## src/rtl/uart_rx_cfg.sv

```systemverilog
// Configurable UART receiver: DATA_WIDTH data bits, optional even/odd parity,
// one or two stop bits, oversampled by b_tick, with parity/framing flags.
module uart_rx_cfg #(
    parameter int OVS_RATE   = 16,
    parameter int DATA_WIDTH = 8,
    parameter int PARITY_EN  = 0,
    parameter int PARITY_ODD = 0,
    parameter int STOP_BITS  = 1
) (
    input  logic                  clk,
    input  logic                  rst_n,
    input  logic                  b_tick,
    input  logic                  rx,
    output logic [DATA_WIDTH-1:0] rx_data,
    output logic                  rx_valid,
    output logic                  rx_busy,
    output logic                  parity_err,
    output logic                  frame_err
);

    localparam int TW = $clog2(OVS_RATE);
    localparam int BW = $clog2(DATA_WIDTH + 1);

    localparam logic [TW-1:0] TICK_MID  = TW'(OVS_RATE / 2 - 1);
    localparam logic [TW-1:0] TICK_END  = TW'(OVS_RATE - 1);
    localparam logic [BW-1:0] LAST_BIT  = BW'(DATA_WIDTH - 1);
    localparam logic [BW-1:0] LAST_STOP = BW'(STOP_BITS - 1);

    typedef enum logic [2:0] {
        IDLE   = 3'd0,
        START  = 3'd1,
        DATA   = 3'd2,
        PARITY = 3'd3,
        STOP   = 3'd4
    } state_e;

    state_e                  state_q, state_d;
    logic                    rx_meta_q, rx_s_q;
    logic [TW-1:0]           tick_q, tick_d;
    logic [BW-1:0]           bit_q, bit_d;
    logic [DATA_WIDTH-1:0]   shreg_q, shreg_d;
    logic                    perr_q, perr_d;
    logic                    ferr_q, ferr_d;
    logic [DATA_WIDTH-1:0]   data_q, data_d;
    logic                    valid_q, valid_d;
    logic                    perr_out_q, perr_out_d;
    logic                    ferr_out_q, ferr_out_d;

    logic mid_start, mid_bit;
    assign mid_start = b_tick && (tick_q == TICK_MID);
    assign mid_bit   = b_tick && (tick_q == TICK_END);

    // Synchroniser resets to the idle line level so reset never looks like a start bit
    always_ff @(posedge clk or negedge rst_n) begin
        if (!rst_n) begin
            rx_meta_q <= 1'b1;
            rx_s_q    <= 1'b1;
        end else begin
            rx_meta_q <= rx;
            rx_s_q    <= rx_meta_q;
        end
    end

    always_ff @(posedge clk or negedge rst_n) begin
        if (!rst_n) state_q <= IDLE;
        else        state_q <= state_d;
    end

    always_comb begin
        state_d = state_q;
        case (state_q)
            IDLE:   if (!rx_s_q) state_d = START;
            START:  if (mid_start) state_d = rx_s_q ? IDLE : DATA;
            DATA:   if (mid_bit && bit_q == LAST_BIT)
                        state_d = (PARITY_EN != 0) ? PARITY : STOP;
            PARITY: if (mid_bit) state_d = STOP;
            STOP:   if (mid_bit && bit_q == LAST_STOP) state_d = IDLE;
            default: state_d = IDLE;
        endcase
    end

    always_comb begin
        rx_busy    = (state_q != IDLE);
        rx_valid   = valid_q;
        rx_data    = data_q;
        parity_err = perr_out_q;
        frame_err  = ferr_out_q;
    end

    // Datapath next-state; bit_q doubles as the stop-bit counter in STOP
    always_comb begin
        tick_d     = tick_q;
        bit_d      = bit_q;
        shreg_d    = shreg_q;
        perr_d     = perr_q;
        ferr_d     = ferr_q;
        data_d     = data_q;
        valid_d    = 1'b0;
        perr_out_d = perr_out_q;
        ferr_out_d = ferr_out_q;
        case (state_q)
            IDLE: begin
                tick_d = '0;
                bit_d  = '0;
                perr_d = 1'b0;
                ferr_d = 1'b0;
            end
            START: begin
                if (b_tick) begin
                    if (tick_q == TICK_MID) begin
                        tick_d = '0;
                        bit_d  = '0;
                    end else begin
                        tick_d = tick_q + 1'b1;
                    end
                end
            end
            DATA: begin
                if (b_tick) begin
                    if (tick_q == TICK_END) begin
                        tick_d  = '0;
                        shreg_d = {rx_s_q, shreg_q[DATA_WIDTH-1:1]};
                        bit_d   = (bit_q == LAST_BIT) ? '0 : bit_q + 1'b1;
                    end else begin
                        tick_d = tick_q + 1'b1;
                    end
                end
            end
            PARITY: begin
                if (b_tick) begin
                    if (tick_q == TICK_END) begin
                        tick_d = '0;
                        bit_d  = '0;
                        perr_d = (((^shreg_q) ^ rx_s_q) != 1'(PARITY_ODD));
                    end else begin
                        tick_d = tick_q + 1'b1;
                    end
                end
            end
            STOP: begin
                if (b_tick) begin
                    if (tick_q == TICK_END) begin
                        tick_d = '0;
                        ferr_d = ferr_q | ~rx_s_q;
                        if (bit_q == LAST_STOP) begin
                            bit_d      = '0;
                            data_d     = shreg_q;
                            perr_out_d = (PARITY_EN != 0) ? perr_q : 1'b0;
                            ferr_out_d = ferr_q | ~rx_s_q;
                            valid_d    = 1'b1;
                        end else begin
                            bit_d = bit_q + 1'b1;
                        end
                    end else begin
                        tick_d = tick_q + 1'b1;
                    end
                end
            end
            default: begin
                tick_d = '0;
                bit_d  = '0;
            end
        endcase
    end

    always_ff @(posedge clk or negedge rst_n) begin
        if (!rst_n) begin
            tick_q     <= '0;
            bit_q      <= '0;
            shreg_q    <= '0;
            perr_q     <= 1'b0;
            ferr_q     <= 1'b0;
            data_q     <= '0;
            valid_q    <= 1'b0;
            perr_out_q <= 1'b0;
            ferr_out_q <= 1'b0;
        end else begin
            tick_q     <= tick_d;
            bit_q      <= bit_d;
            shreg_q    <= shreg_d;
            perr_q     <= perr_d;
            ferr_q     <= ferr_d;
            data_q     <= data_d;
            valid_q    <= valid_d;
            perr_out_q <= perr_out_d;
            ferr_out_q <= ferr_out_d;
        end
    end

endmodule
```

## config.mk

```make
export PLATFORM = sky130hd
export DESIGN_NAME = uart_rx_cfg
export DESIGN_NICKNAME = d
export VERILOG_FILES = /design/src/rtl/uart_rx_cfg.sv
export SDC_FILE = /design/constraint.sdc
export NUM_CORES = 1
export LEC_CHECK = 0
export ABC_AREA = 1
export BUFFER_PORTS_ARGS = -buffer_cell sky130_fd_sc_hd__buf_2
export CAP_MARGIN = 10
export CORE_MARGIN = 2
export CORE_UTILIZATION = 30
export DETAILED_ROUTE_END_ITERATION = 12
export GPL_TIMING_DRIVEN = 0
export PLACE_DENSITY_LB_ADDON = 0.3
export REMOVE_ABC_BUFFERS = 1
export SLEW_MARGIN = 20
export SYNTH_ARGS = -nofsm -noshare
export SYNTH_HDL_FRONTEND = slang
export SYNTH_SLANG_ARGS = --single-unit
```

## constraint.sdc

```tcl
create_clock -name clk -period 2.4 [get_ports clk]
set_input_delay 0.6 -clock clk [delete_from_list [all_inputs] [get_ports clk]]
set_output_delay 0.6 -clock clk [all_outputs]
set_load 0.01 [all_outputs]
```

==> results.json, run 1 <==
{
  "r2r_end": "shreg_q[6]",
  "reg2reg_depth": 6,
  "yosysWarnings": 0,
  "clock_latency_ns": 0.28,
  "seq_power_share": 0.375,
  "drc_errors": 0,
  "grt_overflow": 0,
  "rrSetupSlack_ns": 0.88,
  "synthCells": 181,
  "setup_viol": 0,
  "yosysTopAreaCell": "dfrtp_1",
  "cts_max_level": 2,
  "dieArea_um2": 6060,
  "crit_required_ns": 1.80,
  "dieWidth_um": 77.9,
  "drive_gt1_frac": 0.300,
  "peakVddDrop_uv": 283,
  "synth_top_area_frac": 0.459,
  "cts_setup_buffers": 0,
  "first_iter_violations": 82,
  "placed_cells": 262,
  "grt_pass1_wl_mm": 5.25,
  "p_switching_mw": 0.657,
  "crit_path_max_fanout": 7,
  "hold_ws_ns": 0.359,
  "synth_seq_cells": 32,
  "hold_class": "reg2reg",
  "rsz0062_at_grt": "no",
  "intPower_mw": 1.09,
  "final_max_slew_viol_count": 0,
  "slew_headroom": 0.519,
  "worstHoldEndpoint": "rx_s_q",
  "yosys-top-cells-area": "dfrtp_1 (46%), nand2_1 (11%), o21ai_2 (8.6%)",
  "cp-end-kind": "primary output",
  "synth_cell_types": 28,
  "first_pass_iters": 4,
  "vias": 1149,
  "fin_nets": 206,
  "pwr-share-clk": 0.294,
  "track_usage": 0.110,
  "cts_hold_buffers": 0,
  "finalWeightedCongestion": 0.852,
  "initial_core_util": 0.316,
  "clockBufferDepth": 2,
  "post_cts_resized": 0,
  "path_clk_slew_ns": 0.07,
  "startpoint_type": "flip-flop",
  "num_antenna_cells": 0,
  "die_h_um": 77.9,
  "worst_pin_slew_ns": 0.722,
  "fin_crit_sh": 0.761,
  "fmax_mhz": 547,
  "ys_seq_area_frac": 0.491,
  "r2r-start": "tick_q[1]",
  "coreArea_um2": 5170,
  "p_total_mw": 1.74,
  "fin_skew_ns": 0.00734,
  "area_delta_synth_final_pct": 14.6,
  "outcome": "complete, no violations",
  "root_buffer": "clkbuf_8",
  "grt_max_degree": 33,
  "p_per_area_nw_per_um2": 930,
  "combinationalPowerShare": 0.331,
  "hold_depth": 0,
  "syn_area_per_cell_um2": 9.04,
  "path_class": "reg2out",
  "cts_buffers": 5,
  "syn_area_um2": 1640,
  "cts.sinks": 32,
  "hold_violations": 0,
  "rows": 26,
  "critical_path_arrival_ns": 1.23,
  "pin_count": 16,
  "first_global_vias": 1160,
  "wl_per_cell_um": 10.5,
  "finalWirelength_mm": 2.82,
  "antenna_found_initial": 0,
  "fin_cells": 270,
  "dp_hpwl_mm": 2.03,
  "swShare": 0.377,
  "via_per_inst": 4.26,
  "drv_cap": 0,
  "ant_nets": 0,
  "finalCriticalPeriod_ns": 1.83,
  "cts_tree": "yes",
  "leakagePower_nw": 0.908,
  "min_from": "rx_meta_q",
  "setup_tns_ns": 0,
  "io_buffers": 14
}
==> stage by stage <==
step | area [um2] | utilization | setup slack, ns
after detailed placement | 1760 | 0.341 | 0.733
final | 1880 | 0.363 | 0.573
after global placement | 1760 | 0.341 | 0.726
after global routing | 1880 | 0.363 | 0.501
after CTS | 1880 | 0.363 | 0.559
after floorplan | 1610 | - | 1.05
==> cells in the final DEF, fill, tap and decap left out, drive strengths merged <==
master	count
dfrtp	30
nand4	1
clkinvlp	1
nand3	13
o21ai	24
ha	3
clkinv	1
nor2	12
nand2	57
bufinv	1
conb	1
inv	25
nand3b	2
dfstp	2
o21a	1
clkbuf	5
buf	14
a21oi	3
o32ai	1
xor2	2
nor3	1
==> logic make-up (layout without fill, tap and decap cells) <==
family | count (synthesis) | count (layout) | share of synthesized area
simple gates | 86 | 86 | 0.267
flops | 32 | 32 | 0.491
compound gates | 29 | 29 | 0.129
buf+inv | 28 | 47 | 0.0772
fa+ha+maj | 3 | 3 | 0.0229
xor+xnor | 2 | 2 | 0.0107
other cells | 1 | 1 | 0.00229
==> area by class of cell <==
class,count,area [um2]
clock buffers,5,68.8
clock inverters,3,42.5
fillers,548,3300
inverters,25,96.3
multi-input cells,121,707
flip-flops and latches,32,803
well taps,70,87.6
repair buffers,14,70.1
==> power by group through the flow <==
stage	registers, mW	clock network [mW]	logic (mW)
6_report	0.654	0.512	0.577
5_1_grt	0.664	0.554	0.674
4_1_cts	0.654	0.529	0.590
3_5_place_dp	0.664	0	0.584
3_3_place_gp	0.662	0	0.579
2_1_floorplan	0.649	0	0.478
==> routing by layer <==
layer / up-vias / routed length (um) / global-route usage / part of all wire
met5: - / 0 / 0 / 0
met2: 16 / 1320 / 0.178 / 0.47
met1: 521 / 1340 / 0.134 / 0.48
li1: 607 / - / - / -
met4: 0 / 43 / 0.0375 / 0.015
met3: 5 / 119 / 0.0407 / 0.042
==> cells in the mapped netlist <==
master / number
dfstp_2: 2
conb_1: 1
nand3_1: 11
nand4_1: 1
o21ai_2: 16
buf_6: 2
nor2_8: 1
nor3_1: 1
buf_4: 1
o21ai_0: 5
ha_1: 3
dfrtp_1: 30
inv_4: 1
a21oi_1: 3
nand3_4: 2
nand3b_1: 2
nor2_2: 3
nor2_4: 1
o21a_1: 1
nand2_4: 2
nor2_1: 7
xor2_1: 2
nand2_2: 6
nand2_1: 49
inv_1: 20
o32ai_1: 1
inv_2: 4
o21ai_1: 3
==> critical path: stages (launching register included) <==
cell and delay [ns]:
dfrtp_1 0.48, nor2_2 0.18, nand2_2 0.12, buf_2 0.16
==> sequential cells by signal (all words and copies together) (netlist names) <==
name and cells:
rx_s_q 1, state_q 3, tick_q 4, shreg_q 8, rx_data 8, frame_err 1, rx_meta_q 1, rx_valid 1
ferr_q 1, bit_q 4
==> worst max-delay path by stage <==
stage | start | to | slack (ns) | depth (start not counted)
global placement | b_tick | frame_err | 0.73 | 6
finish | state_q[1] | rx_busy | 0.57 | 3
global route | state_q[1] | rx_busy | 0.50 | 3
floorplan | b_tick | shreg_q[0] | 1.05 | 5
detailed placement | b_tick | rx_data[3] | 0.73 | 6
CTS | state_q[1] | rx_busy | 0.56 | 3
Note: power is estimated with default switching activity, not from simulation.
==> inputs of run 2 (changes only) <==
Clock period 2.4 ns to 1.6 ns, I/O delays scaled along.
==> results.json, run 2 (synthesis gave the netlist of run 1 again) <==
{
  "io_buffers": 14,
  "vias": 1201,
  "cts_buffers": 5,
  "setup_tns_ns": 0,
  "cts_max_level": 2,
  "p_total_mw": 2.73,
  "cts.sinks": 32,
  "hold_violations": 0,
  "setup_viol": 0,
  "fin_skew_ns": 0.00715,
  "crit_path_cell_trace": "nor2_4 > nand2_2 > buf_2",
  "reg2reg_depth": 6,
  "finalWeightedCongestion": 0.852,
  "leakagePower_nw": 0.947,
  "rows": 26,
  "dp_hpwl_mm": 2.03,
  "fillers": 546,
  "critPathMaxStageDelay_ns": 0.45,
  "path_clk_slew_ns": 0.07,
  "critical_path_arrival_ns": 1.15,
  "fin_crit_sh": 0.966,
  "hold_class": "in2async",
  "design_area_um2": 1950,
  "final_max_slew_viol_count": 0,
  "fmax_mhz": 647,
  "layout_setup_ws_ns": 0.0547,
  "cts_hold_buffers": 0,
  "place_ws_ns": 0.0610,
  "worst-path-stages": 3,
  "via_per_inst": 4.37,
  "area_delta_synth_final_pct": 19.0,
  "num_antenna_cells": 0,
  "die_h_um": 77.9,
  "dieArea_um2": 6060,
  "ant_nets": 0,
  "dieWidth_um": 77.9,
  "track_usage": 0.110,
  "fin_nets": 211,
  "cp-end-kind": "primary output",
  "root_buffer": "clkbuf_8",
  "place_area_um2": 1760,
  "layout.cells.most_common": "nand2_1",
  "drc_errors": 0,
  "drive_gt1_frac": 0.337,
  "critical_path_buf_inv_count": 1,
  "first_pass_iters": 4,
  "finalWirelength_mm": 3.05,
  "finalCriticalPeriod_ns": 1.55,
  "clockBufferDepth": 2,
  "clock_latency_ns": 0.29,
  "worst_pin_slew_ns": 0.730,
  "crit_path_max_fanout": 5,
  "first_iter_violations": 63,
  "final_cell_mix": "nand2_1 (49), dfrtp_1 (28), inv_1 (20)",
  "final_util": 0.377,
  "startpoint_type": "flip-flop",
  "initial_core_util": 0.316,
  "grt_pass1_wl_mm": 5.25,
  "drv_cap": 0,
  "antenna_found_initial": 0,
  "path_delay_family": "flip-flops",
  "grt_overflow": 0,
  "peakVddDrop_uv": 426,
  "p_per_area_nw_per_um2": 1400,
  "grt_max_degree": 33,
  "wl_per_cell_um": 11.1,
  "pin_count": 16,
  "path_class": "reg2out",
  "slowest_stage": "dfrtp_2",
  "slew_headroom": 0.513,
  "crit_required_ns": 1.20,
  "outcome": "complete, no violations",
  "coreArea_um2": 5170,
  "first_global_vias": 1163,
  "cts_tree": "yes"
}
[run 2: changes by cell type in the layout (fill, tap and decap cells not counted), moves of 2 or more]
cell | previous run | this run
buf_4 | 0 | 4
dfrtp_1 | 30 | 28
dfrtp_2 | 0 | 2
nor2_2 | 3 | 1
nor2_4 | 1 | 3
[run 2: area by class of cell]
type / instances / area (um2) / area share
clock inverters: 3 / 42.5 / 0.0218
well taps: 70 / 87.6 / 0.0450
inverters: 25 / 96.3 / 0.0495
repair buffers: 18 / 100 / 0.0514
flip-flops and latches: 32 / 806 / 0.414
multi-input cells: 122 / 747 / 0.383
clock buffers: 5 / 68.8 / 0.0353
[run 2: per-layer routing]
| metal | GRT usage | wire, um | vias to the layer above |
|---|---|---|---|
| met2 | 0.178 | 1460 | 16 |
| met4 | 0.0375 | 39 | 0 |
| met1 | 0.133 | 1430 | 555 |
| met3 | 0.0407 | 117 | 5 |
| met5 | 0 | 0 | - |
| li1 | - | - | 625 |
[run 2: metrics by stage]
step	hold WS (ns)	instances
floorplan	0.104	178
global placement	0.347	262
detailed placement	0.349	262
CTS	0.196	270
global route	0.204	275
finish	0.168	275
[run 2: path summary, 6_finish.rpt]
check / endpoint / slack, ns / start
setup / recovery: rx_busy / 0.05 / state_q[1]
hold / removal: rx_valid / 0.17 / rst_n
setup reg to reg: rx_data[5] / 0.08 / tick_q[1]
hold reg to reg: rx_s_q / 0.36 / rx_meta_q
max in group asynchronous: state_q[0] / 0.92 / rst_n
min in group clk: rx_meta_q / 0.21 / rx
[run 2: where the power goes]
group | internal (mW) | total [mW] | switching, mW
sequential | 0.894 | 0.987 | 0.0938
clock | 0.460 | 0.772 | 0.312
combinational | 0.328 | 0.968 | 0.639
total | 1.68 | 2.73 | 1.04
[run 2: repair_timing]
action                     CTS  global route
setup endpoints to repair    1            19
gates resized for setup      2             6
buffers inserted             0             4
gates cloned                 0             1
pin swaps                    1             1
